--- src/rtl/shift_pkg.sv ---
// Shared encodings and default sizes for the multi-cycle shift sequencer.
package shift_pkg;

  localparam int unsigned DefWidth  = 32;
  localparam int unsigned DefShamtW = 5;

  // op 2'b10 is reserved and falls through to SLL in the step logic.
  localparam logic [1:0] OP_SLL = 2'b00;
  localparam logic [1:0] OP_SRL = 2'b01;
  localparam logic [1:0] OP_SRA = 2'b11;

  typedef enum logic [1:0] {
    StIdle  = 2'b00,
    StShift = 2'b01,
    StDone  = 2'b10
  } state_e;

endpackage

--- src/rtl/shift_sequencer_if.sv ---
// Command/response bundle between the execute stage and the shift sequencer.
interface shift_sequencer_if
  import shift_pkg::*;
#(
  parameter int unsigned Width  = DefWidth,
  parameter int unsigned ShamtW = DefShamtW
);

  logic              start;
  logic [1:0]        op;
  logic [Width-1:0]  operand;
  logic [ShamtW-1:0] shamt;
  logic              flush;
  logic              busy;
  logic              done;
  logic [Width-1:0]  result;

  modport master (
    output start, op, operand, shamt, flush,
    input  busy, done, result
  );

  modport slave (
    input  start, op, operand, shamt, flush,
    output busy, done, result
  );

endinterface

--- src/rtl/shift_step.sv ---
// One-bit shift step of the working register for SLL, SRL and SRA.
module shift_step
  import shift_pkg::*;
#(
  parameter int unsigned Width = DefWidth
) (
  input  logic [Width-1:0] work_i,
  input  logic [1:0]       op_i,
  output logic [Width-1:0] work_o
);

  always_comb begin
    work_o = {work_i[Width-2:0], 1'b0};
    case (op_i)
      OP_SRL:  work_o = {1'b0, work_i[Width-1:1]};
      OP_SRA:  work_o = {work_i[Width-1], work_i[Width-1:1]};
      default: work_o = {work_i[Width-2:0], 1'b0};
    endcase
  end

endmodule

--- src/rtl/shift_sequencer.sv ---
// Multi-cycle shifter: moves the working register one bit per clock until the
// captured amount is exhausted, then pulses done with the result.
module shift_sequencer
  import shift_pkg::*;
#(
  parameter int unsigned Width  = DefWidth,
  parameter int unsigned ShamtW = DefShamtW
) (
  input  logic             clk,
  input  logic             reset,
  shift_sequencer_if.slave bus
);

  state_e            state_q, state_d;
  logic [Width-1:0]  work_q, work_d;
  logic [ShamtW-1:0] cnt_q, cnt_d;
  logic [1:0]        opr_q, opr_d;
  logic [Width-1:0]  step_work;

  shift_step #(
    .Width(Width)
  ) u_step (
    .work_i(work_q),
    .op_i  (opr_q),
    .work_o(step_work)
  );

  always_ff @(posedge clk or posedge reset) begin
    if (reset) begin
      state_q <= StIdle;
      work_q  <= '0;
      cnt_q   <= '0;
      opr_q   <= OP_SLL;
    end else begin
      state_q <= state_d;
      work_q  <= work_d;
      cnt_q   <= cnt_d;
      opr_q   <= opr_d;
    end
  end

  always_comb begin
    state_d = state_q;
    work_d  = work_q;
    cnt_d   = cnt_q;
    opr_d   = opr_q;
    unique case (state_q)
      StIdle: begin
        // flush outranks start: a command arriving with a flush is dropped
        if (bus.start && !bus.flush) begin
          work_d  = bus.operand;
          cnt_d   = bus.shamt;
          opr_d   = bus.op;
          state_d = (bus.shamt == '0) ? StDone : StShift;
        end
      end
      StShift: begin
        if (bus.flush) begin
          state_d = StIdle;
        end else begin
          work_d = step_work;
          cnt_d  = cnt_q - ShamtW'(1);
          if (cnt_q == ShamtW'(1)) state_d = StDone;
        end
      end
      StDone:  state_d = StIdle;
      default: state_d = StIdle;
    endcase
  end

  assign bus.busy   = (state_q != StIdle);
  assign bus.done   = (state_q == StDone);
  assign bus.result = work_q;

endmodule
--- src/flat_wrapper.sv ---
// flat-port wrapper written by rule: the top's interface ports become plain ports
module shift_sequencer_flat import shift_pkg::*;
#(
  parameter int unsigned Width  = DefWidth,
  parameter int unsigned ShamtW = DefShamtW
)
  (clk, reset, bus_start, bus_op, bus_operand, bus_shamt, bus_flush, bus_busy, bus_done, bus_result);
  shift_sequencer_if #(.Width(Width), .ShamtW(ShamtW)) bus_i ();
  input  logic clk;
  input  logic reset;
  input wire logic [$bits(bus_i.start)-1:0] bus_start;
  input wire logic [$bits(bus_i.op)-1:0] bus_op;
  input wire logic [$bits(bus_i.operand)-1:0] bus_operand;
  input wire logic [$bits(bus_i.shamt)-1:0] bus_shamt;
  input wire logic [$bits(bus_i.flush)-1:0] bus_flush;
  output wire logic [$bits(bus_i.busy)-1:0] bus_busy;
  output wire logic [$bits(bus_i.done)-1:0] bus_done;
  output wire logic [$bits(bus_i.result)-1:0] bus_result;
  assign bus_i.start = bus_start;
  assign bus_i.op = bus_op;
  assign bus_i.operand = bus_operand;
  assign bus_i.shamt = bus_shamt;
  assign bus_i.flush = bus_flush;
  assign bus_busy = bus_i.busy;
  assign bus_done = bus_i.done;
  assign bus_result = bus_i.result;
  shift_sequencer #(.Width(Width), .ShamtW(ShamtW)) u_core (.clk(clk), .reset(reset), .bus(bus_i));
endmodule
--- config.mk ---
export PLATFORM = sky130hd
export DESIGN_NAME = shift_sequencer_flat
export DESIGN_NICKNAME = d
export VERILOG_FILES = /design/src/rtl/shift_pkg.sv /design/src/rtl/shift_sequencer_if.sv /design/src/rtl/shift_step.sv /design/src/rtl/shift_sequencer.sv /design/src/flat_wrapper.sv
export SDC_FILE = /design/constraint.sdc
export NUM_CORES = 1
export LEC_CHECK = 0
export ABC_AREA = 1
export CAP_MARGIN = 20
export CORE_MARGIN = 2
export CORE_UTILIZATION = 39
export CTS_CLUSTER_SIZE = 28
export DETAILED_ROUTE_END_ITERATION = 8
export GPL_TIMING_DRIVEN = 0
export PLACE_DENSITY_LB_ADDON = 0.05
export SYNTH_ARGS = -nofsm -noshare
export SYNTH_HDL_FRONTEND = slang
export SYNTH_HIERARCHICAL = 1
export SYNTH_SLANG_ARGS = --single-unit
--- constraint.sdc ---
create_clock -name clk -period 3.1 [get_ports clk]
set_input_delay 0.465 -clock clk [delete_from_list [all_inputs] [get_ports clk]]
set_output_delay 0.465 -clock clk [all_outputs]
set_load 0.02 [all_outputs]
# Word-level counts from Yosys, hierarchy flattened
# Index checks and enable logic that the tools add are counted.
[word_totals]
word_cells = 37
out_inout_bits = 34
inputBits = 43
reg_bits = 41
[op_classes]
eq_ne = 9
addsub = 1
mux = 12
reduce_logical = 10
[op_table]
columns = ["operator", "n"]
rows = [
  ["$pmux W32 S2", 2],
  ["$mux W32", 2],
  ["$mux W5", 2],
  ["$pmux W5 S2", 1],
  ["$mux W2", 4],
  ["$eq A5 B1 Y1 const B", 1],
  ["$logic_not A5 Y1", 1],
  ["$sub A5 B1 Y5 const B", 1],
  ["$eq A2 B1 Y1 const B", 2],
  ["$eq A2 B2 Y1 const B", 2],
  ["$ne A2 B2 Y1 const B", 2],
  ["$pmux W2 S2", 1],
  ["$reduce_and A2 Y1", 2],
  ["$reduce_and A4 Y1", 1],
  ["$reduce_bool A2 Y1", 2],
  ["$ne A3 B2 Y1 const B", 1],
  ["$reduce_and A3 Y1", 1],
  ["$logic_not A2 Y1", 1],
  ["$ne A2 B1 Y1 const B", 1],
  ["$logic_and A1 B1 Y1", 1],
  ["$logic_not A1 Y1", 1],
]

# Depth between registers and ports, before layout
# Gate-level depths: netlist of run 1.
[logic_depth]
depth_word = 4
mapped_depth = 9
ltp_nobuf = 8

# Hierarchy
# Netlist of run 1, hierarchy kept.
[modules_own_cells]
columns = ["module", "cells_each", "n_inst", "area_per_inst_um2", "seq_area_each_um2"]
rows = [
  ["shift_sequencer", 326, 1, 2212.1, 1026.0],
  ["shift_step", 103, 1, 467.9, 0.0],
]

# Worst setup path after synthesis of run 1
# OpenSTA, ideal clock, no wires.
[synth_timing]
kind = "reg2out"
from = "reg u_core.state_q[1]"
to = "out bus_done"
path_buffers = 0
required_time_ps = 2635
path_slack_ps = 1905
arrival_time_ps = 730
path_stages_with_launch = 3
cell_sequence = "dfrtp_1 inv_1 nor2_1"
[synth_via]
elab_chain_len = 1
[synth_lines]
columns = ["item", "line_no", "source"]
rows = [
  ["start: declaration", "shift_sequencer.sv:14", "state_e state_q, state_d;"],
  ["start signal: assignment", "shift_sequencer.sv:30", "state_q <= StIdle;"],
  ["start signal: assignment", "shift_sequencer.sv:35", "state_q <= state_d;"],
  ["$eq A2 B2 Y1", "shift_sequencer.sv:72", "assign bus.done = (state_q == StDone);"],
  ["end: declaration", "flat_wrapper.sv:17", "output wire logic [$bits(bus_i.done)-1:0] bus_done;"],
]
# No other way between the ends.

# Worst setup path in the final report of run 1
# Ends and elaborated chain as after synthesis.

==> metrics.yaml, run 1 <==
status:
  status: "finished clean"
clocking:
  clk_latency_ns: 0.29
  cts_root_buf: "clkbuf_8"
  cts.clk_slew.worst_paths_ns: 0.08
  htree_levels: 2
  clockBufferDepth: 2
  clock_sinks: 41
  cts_made_buffers: 5
  tritoncts: "done"
  postCtsHoldBufs: 0
  cts_resized: 0
  post_cts_buffers: 0
grt:
  groute.usage.overall: 0.198
  grt_antenna_before_repair: 0
  grt_max_degree: 38
  grt.overflow.total: 0
  grt_pass1_wl_um: 12100
  first_global_vias: 2721
die:
  die_y_um: 86.9
  die-area_sq_mm: 0.00755
  rows: 30
  design.core.area_sq_mm: 0.00672
  start_util: 0.399
  io_pins: 77
  die_x_um: 86.9
worst_setup_path:
  crit_end: "bus_done"
  cp_data_arrival_time_ns: 1.52
  cp.buffers_inverters: 2
  cp.required_ns: 2.63
  path_depth: 3
  crit_path_end_kind: "primary output"
  crit_chain: "inv_1, nor2_1, clkdlybuf4s50_1"
  path_max_fanout: 4
  path_delay_family: "buffers and inverters"
  cp-start-kind: "register"
  r2r_start: "u_core/state_q[1]"
  r2r_end: "u_core/bus.result[18]"
  setup.worst_path.class: "register to primary output"
  reg2reg_depth: 7
  critPathSlowestCell: "clkdlybuf4s50_1"
  rrSetupSlack_ns: 1.75
  crit_path_start: "u_core/state_q[1]"
  max_stage_delay_ns: 0.62
sta:
  worst_pin_slew_ns: 0.227
  fin_skew_ns: 0.00413
  fmax_mhz: 505
  rsz0062_at_grt: "false"
  period_share: 0.639
  holdWs_ns: 0.367
  setup_viol: 0
  fin_tns_setup_ns: 0
  worst_slew_margin_rel: 0.848
  finalHoldViolations: 0
  fin_crit_ns: 1.98
  slew_violations: 0
synth:
  synth_cells: 429
  synthDistinctLibCells: 19
  seq_area_frac_synth: 0.383
  syn_nets: 474
  synth_warnings: 6
  netlist_area_sq_mm: 0.00268
  ys_ff_latch: 41
  syn_avg_cell_area_sq_um: 6.25
detailed_routing:
  avgViaCountPerCell: 4.61
  wire_per_inst_um: 11.8
  finalWirelength_um: 6990
  ant_nets: 0
  num_vias: 2741
  dr.first_iter.drc_count: 107
  drc: 0
  drtPass1Iterations: 4
pwr:
  peakVddDrop_mv: 0.406
  cellPowerDensity_mw_per_mm2: 917
  p_leak_nw: 2.02
cells_and_area:
  antenna-diode-count: 0
  syn_to_final_growth_pct: 36.6
  final_cell_mix: "305 x nand2_1, 76 x clkdlybuf4s50_1, 41 x dfrtp_1, 12 x nor2_1, 12 x inv_1"
  nets: 558
  drive_above_1_share: 0.0953
  final_common_cell: "nand2_1"
place:
  portBuffers: 76
  gp_congestion: 0.922
  place_hpwl_um: 5020
hold_path:
  hold_class: "input pin to async pin"
run:
  maxCapViolations: 0
-- flip-flops by register name (all words and copies together) (netlist names) --
signal and flops:
u_core/bus.result 32, u_core/cnt_q 5, u_core/opr_q 2, u_core/state_q 2
-- stage by stage --
stage	std cells	util	area [sq um]	setup WS, ns	power, mW
6_report	594	0.545	3660	1.12	3.36
4_1_cts	594	0.545	3660	1.12	3.39
5_1_grt	594	0.545	3660	1.04	3.67
2_1_floorplan	429	-	2680	1.69	2.23
3_5_place_dp	586	0.530	3560	1.28	2.99
3_3_place_gp	585	0.527	3540	0.697	2.96
-- area by class of cell --
cell class                 count  area, sq um
buffer                        22          200
timing repair buffer          77          781
tap                           80          100
clock inverter                 1         5.00
clock buffer                   7         96.3
multi-input combinational    350         1390
sequential                    41         1030
fill                         670         3060
inverter                      16         65.1
-- where the power goes --
part | switching [mW] | internal, mW
Combinational | 1.03 | 0.855
Sequential | 0.298 | 0.791
Clock | 0.183 | 0.201
-- metal layers --
| metal | part of all wire | global-route usage | vias up |
|---|---|---|---|
| met2 | 0.46 | 0.330 | 77 |
| met5 | 0 | 0 | - |
| li1 | - | - | 1438 |
| met3 | 0.051 | 0.0332 | 8 |
| met4 | 0.011 | 0.0582 | 0 |
| met1 | 0.48 | 0.263 | 1218 |
-- kinds of logic after synthesis --
| logic type | count (synthesis) | synth area share |
|---|---|---|
| fa+ha+maj | 2 | 0.00934 |
| simple gates | 340 | 0.494 |
| flops | 41 | 0.383 |
| buf+inv | 38 | 0.0990 |
| compound gates | 8 | 0.0149 |
-- cell usage after synthesis (all sizes together) --
master  count  area [sq um]
nand4       1          6.26
nor2       14          57.6
buf        22           200
nand3       8          40.0
or2         1          6.26
a21oi       2          10.0
inv        16          65.1
nand2     316          1210
o21ai       6          30.0
dfrtp      41          1030
ha          2          25.0
-- worst min path at each step --
stage,end,from,slack (ns)
6_report,u_core/bus.result[0],reset,0.37
5_1_grt,u_core/bus.result[0],reset,0.36
4_1_cts,u_core/bus.result[2],reset,0.36
3_5_place_dp,u_core/opr_q[1],u_core/opr_q[1],0.48
3_3_place_gp,u_core/opr_q[1],u_core/opr_q[1],0.48
2_1_floorplan,u_core/opr_q[1],u_core/opr_q[1],0.45
Note: power is estimated with default switching activity, not from simulation.
==> run 2, diff against run 1 <==
clock period = 1.9 ns   (was 3.1 ns; I/O delays follow)
==> results of run 2 <==
Same layout as run 1 (identical final DEF). Status: finished clean.
Main changes from that run: setup slack after placement 1.28 ns -> 0.263 ns; setup slack after layout 1.12 ns -> 0.0986 ns; hold slack 0.367 ns -> 0.187 ns; register-to-register setup slack 1.75 ns -> 0.55 ns; total power 3.36 mW -> 5.48 mW; worst IR drop on VDD 0.406 mV -> 0.663 mV
==> run 3, diff against run 2 <==
CORE_UTILIZATION = 48   (was 39)
==> metrics.yaml, run 3 (synthesis results as in run 1) <==
die:
  die_y_um: 78.7  # -9.4%
  rows: 27  # -10%
  die_x_um: 78.7  # -9.4%
  design.core.area_sq_mm: 0.00544  # -19%
  io_pins: 77  # unchanged
  start_util: 0.493  # +0.0939
  die-area_sq_mm: 0.00620  # -18%
sta:
  rsz0062_at_grt: "false"
  period_share: 0.942
  worst_pin_slew_ns: 0.242  # +0.0155 ns
  finalHoldViolations: 0  # unchanged
  fin_tns_setup_ns: 0  # unchanged
  worst_slew_margin_rel: 0.839  # -0.00983
  holdWs_ns: 0.174
  setup_viol: 0  # unchanged
  fin_crit_ns: 1.79
  slew_violations: 0  # unchanged
  fmax_mhz: 559
  fin_skew_ns: 0.00552  # +0.00138 ns
  worst_slack_ns: 0.110
run:
  maxCapViolations: 0  # unchanged
detailed_routing:
  finalWirelength_um: 6850  # -2.0%
  wire_per_inst_um: 11.7  # -0.68%
  drtPass1Iterations: 4  # unchanged
  num_vias: 2817  # +2.8%
  dr.first_iter.drc_count: 146  # +36%
  avgViaCountPerCell: 4.81  # +4.2%
  ant_nets: 0  # unchanged
  drc: 0  # unchanged
grt:
  gr-max-usage-layer: "met2"
  grtUsageMet3: 0.0386  # +0.00546
  grt_pass1_wl_um: 11700  # -3.0%
  first_global_vias: 2587  # -4.9%
  use_met2: 0.403  # +0.0722
  grt_max_degree: 39  # +2.6%
  groute.usage.overall: 0.235  # +0.0368
  grt_antenna_before_repair: 0  # unchanged
  grt.overflow.total: 0  # unchanged
  gr-usage-met1: 0.307  # +0.0442
place:
  gp_congestion: 0.824  # -11%
  dpl_cell_area_sq_mm: 0.00355  # -0.28%
  portBuffers: 76  # unchanged
  place_hpwl_um: 4950  # -1.4%
  pre_cts_ws_ns: 0.244
hold_path:
  hold_class: "input pin to async pin"
clocking:
  cts_made_buffers: 5  # unchanged
  clock_sinks: 41  # unchanged
  cts.clk_slew.worst_paths_ns: 0.08  # about the same
  tritoncts: "done"
  postCtsHoldBufs: 0  # unchanged
  clockBufferDepth: 2  # unchanged
  post_cts_buffers: 0  # unchanged
  clk_latency_ns: 0.30  # about the same
  cts_resized: 0  # unchanged
  htree_levels: 2  # unchanged
  cts_root_buf: "clkbuf_8"
worst_setup_path:
  cp_data_arrival_time_ns: 1.51  # about the same
  cp-start-kind: "register"
  setup.worst_path.class: "register to primary output"
  crit_path_end_kind: "primary output"
  path_max_fanout: 5  # +1
  cp.required_ns: 1.62
cells_and_area:
  final_cell_mix: "305 x nand2_1, 75 x clkdlybuf4s50_1, 41 x dfrtp_1, 12 x nor2_1, 12 x inv_1"
  nets: 558  # unchanged
  final_common_cell: "nand2_1"
  final_area_sq_mm: 0.00366  # about the same
  syn_to_final_growth_pct: 36.6  # about the same
  antenna-diode-count: 0  # unchanged
  largest_reg_flops: 32  # unchanged
  drive_above_1_share: 0.0953  # unchanged
status:
  status: "finished clean"
pwr:
  peakVddDrop_mv: 0.732
  cellPowerDensity_mw_per_mm2: 1500
  p_leak_nw: 2.04  # +0.97%
  power_mw: 5.51
run 3: worst paths after layout:
path                                    from                   end  slack (ns)  depth (start not counted)
min in group clk             u_core/opr_q[1]       u_core/opr_q[1]        0.51                          2
setup reg to reg           u_core/state_q[0]       u_core/cnt_q[2]        0.56                          7
max in group asynchronous              reset  u_core/bus.result[1]        1.32                          3
hold / removal                         reset  u_core/bus.result[4]        0.17                          2
hold reg to reg              u_core/opr_q[1]       u_core/opr_q[1]        0.51                          2
setup / recovery           u_core/state_q[0]              bus_busy        0.11                          3
run 3: per-layer routing:
metal / up-vias / share of wire / routed length [um]
met1: 1265 / 0.44 / 3000
met5: - / 0 / 0
met2: 103 / 0.49 / 3340
met3: 7 / 0.065 / 444
li1: 1442 / - / -
met4: 0 / 0.0096 / 66
run 3: power breakdown:
| group | switching (mW) | internal [mW] |
|---|---|---|
| registers | 0.482 | 1.29 |
| clock network | 0.316 | 0.329 |
| logic | 1.69 | 1.40 |
| total | 2.49 | 3.02 |
run 3: critical path, cell delays in order (launching register included):
cell and delay [ns]:
dfrtp_1 0.46, nor2_4 0.16, inv_1 0.05, clkdlybuf4s50_1 0.53
run 3: final cells by class:
| class | instances | area, sq um |
|---|---|---|
| Fill cell | 501 | 1780 |
| Multi-Input combinational cell | 350 | 1390 |
| Sequential cell | 41 | 1030 |
| Timing Repair Buffer | 77 | 783 |
| Buffer | 22 | 200 |
| Clock buffer | 7 | 96.3 |
| Tap cell | 72 | 90.1 |
| Inverter | 16 | 65.1 |
| Clock inverter | 1 | 5.00 |
run 3: per-stage QoR:
| stage | util | std cells |
|---|---|---|
| after detailed placement | 0.653 | 578 |
| final | 0.673 | 586 |
| after global routing | 0.673 | 586 |
| after CTS | 0.671 | 586 |
| after global placement | 0.649 | 577 |
| after floorplan | - | 429 |
